--- src/rtl/led_pkg.sv ---
// Shared types and constants for the ping-pong LED controller.
package led_pkg;

  // Sweep states; OFF is entered only through reset.
  typedef enum logic [2:0] {
    OFF = 3'd0,
    S0  = 3'd1,
    S1  = 3'd2,
    S2  = 3'd3,
    S3  = 3'd4,
    S4  = 3'd5,
    S5  = 3'd6
  } state_t;

  localparam logic [3:0] P0 = 4'b0001;
  localparam logic [3:0] P1 = 4'b0010;
  localparam logic [3:0] P2 = 4'b0100;
  localparam logic [3:0] P3 = 4'b1000;

  // Prescaler width: at least one bit even when every cycle is a tick.
  function automatic int unsigned cnt_width(input int unsigned div);
    return (div > 1) ? $clog2(div) : 1;
  endfunction

endpackage

--- src/rtl/led_tick_gen.sv ---
// Switch synchronizer and step prescaler: one-cycle tick every TICK_DIV enabled cycles.
module led_tick_gen
  import led_pkg::*;
#(
  parameter int unsigned TICK_DIV = 4
) (
  input  logic clk,
  input  logic res_n,
  input  logic sw,
  output logic tick
);

  localparam int unsigned CW = cnt_width(TICK_DIV);
  localparam logic [CW-1:0] LAST = CW'(TICK_DIV - 1);

  logic          sw_meta;
  logic          sw_s;
  logic [CW-1:0] cnt;

  // Two-flop synchronizer for the raw slide switch.
  always_ff @(posedge clk or posedge res_n) begin
    if (res_n) begin
      sw_meta <= 1'b0;
      sw_s    <= 1'b0;
    end else begin
      sw_meta <= sw;
      sw_s    <= sw_meta;
    end
  end

  // Prescaler counts only while enabled and holds (not clears) while paused.
  always_ff @(posedge clk or posedge res_n) begin
    if (res_n) begin
      cnt <= '0;
    end else if (sw_s) begin
      cnt <= (cnt == LAST) ? '0 : cnt + CW'(1);
    end
  end

  // Tick on the enabled cycle where the prescaler wraps.
  always_comb begin
    tick = sw_s && (cnt == LAST);
  end

endmodule

--- src/rtl/led.sv ---
// Four-LED ping-pong running light, stepping on a prescaled tick while sw is on.
module led
  import led_pkg::*;
#(
  parameter int unsigned TICK_DIV = 4
) (
  input  logic       clk,
  input  logic       res_n,
  output logic [3:0] data,
  input  logic       sw
);

  state_t state;
  state_t state_nxt;
  logic   tick;

  led_tick_gen #(.TICK_DIV(TICK_DIV)) u_tick_gen (
    .clk   (clk),
    .res_n (res_n),
    .sw    (sw),
    .tick  (tick)
  );

  // State register; reset drops the LEDs immediately.
  always_ff @(posedge clk or posedge res_n) begin
    if (res_n) begin
      state <= OFF;
    end else begin
      state <= state_nxt;
    end
  end

  // Next-state: advance one position per tick, bouncing between the ends.
  always_comb begin
    state_nxt = state;
    if (tick) begin
      unique case (state)
        OFF:     state_nxt = S0;
        S0:      state_nxt = S1;
        S1:      state_nxt = S2;
        S2:      state_nxt = S3;
        S3:      state_nxt = S4;
        S4:      state_nxt = S5;
        S5:      state_nxt = S0;
        default: state_nxt = OFF;
      endcase
    end
  end

  // LED decode straight from the state register so data is glitch-free.
  always_comb begin
    data = '0;
    unique case (state)
      S0:      data = P0;
      S1:      data = P1;
      S2:      data = P2;
      S3:      data = P3;
      S4:      data = P2;
      S5:      data = P1;
      default: data = '0;
    endcase
  end

endmodule

--- config.mk ---
export PLATFORM = sky130hd
export DESIGN_NAME = led
export DESIGN_NICKNAME = d
export VERILOG_FILES = /design/src/rtl/led_pkg.sv /design/src/rtl/led_tick_gen.sv /design/src/rtl/led.sv
export SDC_FILE = /design/constraint.sdc
export NUM_CORES = 1
export LEC_CHECK = 0
export ABC_AREA = 1
export BUFFER_PORTS_ARGS = -buffer_cell sky130_fd_sc_hd__buf_2
export CORE_AREA = 5 5 42 44
export CTS_CLUSTER_DIAMETER = 120
export DETAILED_ROUTE_END_ITERATION = 8
export DIE_AREA = 0 0 47 49
export PLACE_DENSITY = 0.46
export SYNTH_ARGS = -nofsm -noshare
export SYNTH_HDL_FRONTEND = slang
export SYNTH_SLANG_ARGS = --single-unit
--- constraint.sdc ---
create_clock -name clk -period 3.3 [get_ports clk]
set_clock_uncertainty 0.15 [all_clocks]
set_input_delay 0.33 -clock clk [delete_from_list [all_inputs] [get_ports clk]]
set_output_delay 0.33 -clock clk [all_outputs]
set_load 0.01 [all_outputs]
==> run metrics <==
run status completed; CP required 2.82 ns; Synth top area share 54.7%; area occupied by multi-input gates 126 um2; setup violators final 0; IO Pins 7; Simple-Gate Fraction of Synth Area 23.0%; Die ar. 2300 um2; Num CTS Buffers 3; PostCTS Resize Cnt 0; nature of the critical path startpoint flop; post-route setup TNS 0 ns; global router's overall resource usage 5.67%; RSZ-0062 raised after global routing no; post-synthesis mux area share 0%; Worst Setup End Kind primary output; global route total overflow 0; synth unique cells 16; Max Fclk 0.628 GHz; Port Buffers 6; die height 49 um; antenna violations before repair 0; main combinational cell family by area after synthesis simple AND/OR/NAND/NOR gates; worst-path maximum fanout 5; clk slew on worst S/H paths 0.05 ns; worst slew pin tran 0.258 ns; register bit total from synthesis 7; CTS tree built; power density over the cells 902 nW/um2; Vias/cell 3.90; Clock Latency Late Sink 0.24 ns; hold_buf cts 1; max_slew headroom 82.8%; Period Utilization, post-route 48.2%; hpwl dp 429 um; hold crit path type primary input to flop; Period minus WS final 1.59 ns; per-cell routed wire length 8.67 um; number of global-route vias before repair 218; most common cell after layout, fill and taps aside nand2_1; Layout area overhead 27.0%; total power 0.367 mW; standby leakage power 0.208 nW; CTS Sinks 7; number of DRC markers in iteration 0 3; # H-tree levels 1; Initial Util 22.9%; busiest grt layer met1; Max VDD drop 0.277 mV; Max-Cap Viols 0; Data arrival, critical path 1.11 ns; GRT met1 Usage 8.76%; sequential area share after synthesis 54.7%; cell count after synthesis 34; Slew Limit Fails 0; Cell Area, Synth 320 um2; CTS root buf clkbuf_4; # nets final 50; area share of xor/xnor cells in the synthesized design 2.73%; core area 1400 um2; FF+latch area 175 um2; drt first pass iters 2; critical path type flop to primary output; layout cells sized above 1 33.3%; cell area after layout 407 um2; syn_area_per_cell 9.42 um2; placed cell areas 370 um2; DRC errors left 0; pin count of the biggest net entering global routing 8; Synth Area in Adders 3.91%; ranking of synthesized cells by area dfrtp_1, nand2_1, ha_1; Final Hold Viols 0; filler cell count 165; ant diodes 0; routed vias 238; M3 GR Usage 1.11%; Post-CTS Setup Inserts 0; Detail Route Antenna Nets 0; area leader, netlist dfrtp_1; syn nets 38; Synth warnings 0; clk buf depth 2; wire length of the first global-routing pass 917 um; commonest non-fill, non-tap cells in the layout nand2_1, dfrtp_1, buf_2; Site Rows 14; met2 GRT Util 5.88%; drt total wl 529 um; Die W 47 um; Placer Congestion 0.733; compound-gate portion of the synthesized area 9.77%
## critical path: stages (launching register included)
cell and delay, ns:
dfrtp_1 0.43, inv_2 0.12, nand2_2 0.07, a21oi_1 0.11, buf_2 0.14
## final timing paths
path                                     from                  to  slack [ns]  cells after the start
setup / recovery                     state[1]             data[2]        1.71                      4
hold / removal                             sw  u_tick_gen.sw_meta        0.04                      1
setup reg to reg            u_tick_gen.cnt[0]   u_tick_gen.cnt[0]        2.16                      3
hold reg to reg            u_tick_gen.sw_meta     u_tick_gen.sw_s        0.19                      0
max in group asynchronous               res_n  u_tick_gen.sw_meta        2.40                      3
min in group asynchronous               res_n     u_tick_gen.sw_s        0.40                      3
## cell type report
| class | instances | area share [%] |
|---|---|---|
| Clock buffer | 4 | 6.46 |
| Sequential cell | 7 | 43.1 |
| Multi-Input combinational cell | 22 | 31.1 |
| Inverter | 5 | 4.62 |
| Tap cell | 16 | 4.92 |
| Timing Repair Buffer | 7 | 9.85 |
## through the flow
step | util, % | setup slack [ns] | hold slack (ns) | instances
4_1_cts | 29.0 | 1.68 | 0.0324 | 61
3_5_place_dp | 26.4 | 1.96 | 0.122 | 56
3_3_place_gp | 26.4 | 1.98 | 0.123 | 56
2_1_floorplan | - | 2.04 | -0.0166 | 34
5_1_grt | 29.0 | 1.60 | 0.0356 | 61
6_report | 29.0 | 1.71 | 0.0441 | 61
## cells by family (layout without fill, tap and decap cells)
| group | count (synthesis) | count (layout) |
|---|---|---|
| AO/OA/AOI/OAI | 5 | 5 |
| buffers and inverters | 5 | 16 |
| AND/OR/NAND/NOR | 15 | 15 |
| adder cells (fa/ha/maj) | 1 | 1 |
| flip-flops | 7 | 7 |
| XOR/XNOR | 1 | 1 |
## Yosys cell counts
cell type and n:
nand2_1 8, dfrtp_1 7, inv_1 3, inv_2 2, nand2_2 2, o21ai_0 2
a21oi_1 1, a21oi_2 1, ha_1 1, nand3_1 1, nand4_1 1, nor2_1 1
nor2_4 1, nor3_1 1, o21a_1 1, xor2_1 1
## where the power goes
group / total, mW / internal (mW) / switching [mW] / leakage, nW
Combinational: 0.142 / 0.0601 / 0.0816 / 0.111
Sequential: 0.151 / 0.116 / 0.0347 / 0.0814
Clock: 0.0748 / 0.0460 / 0.0288 / 0.0150
Total: 0.367 / 0.222 / 0.145 / 0.208
## metal layers
metal / vias up / share of wire (%)
met4: 0 / 0
li1: 132 / -
met1: 102 / 51
met5: - / 0
met2: 4 / 42
met3: 0 / 6.8
## registers in the layout, indices dropped and copies added, names as in the netlist
| name | count |
|---|---|
| state | 3 |
| u_tick_gen.cnt | 2 |
| u_tick_gen.sw_meta | 1 |
| u_tick_gen.sw_s | 1 |
(Power assumes the default switching activity.)
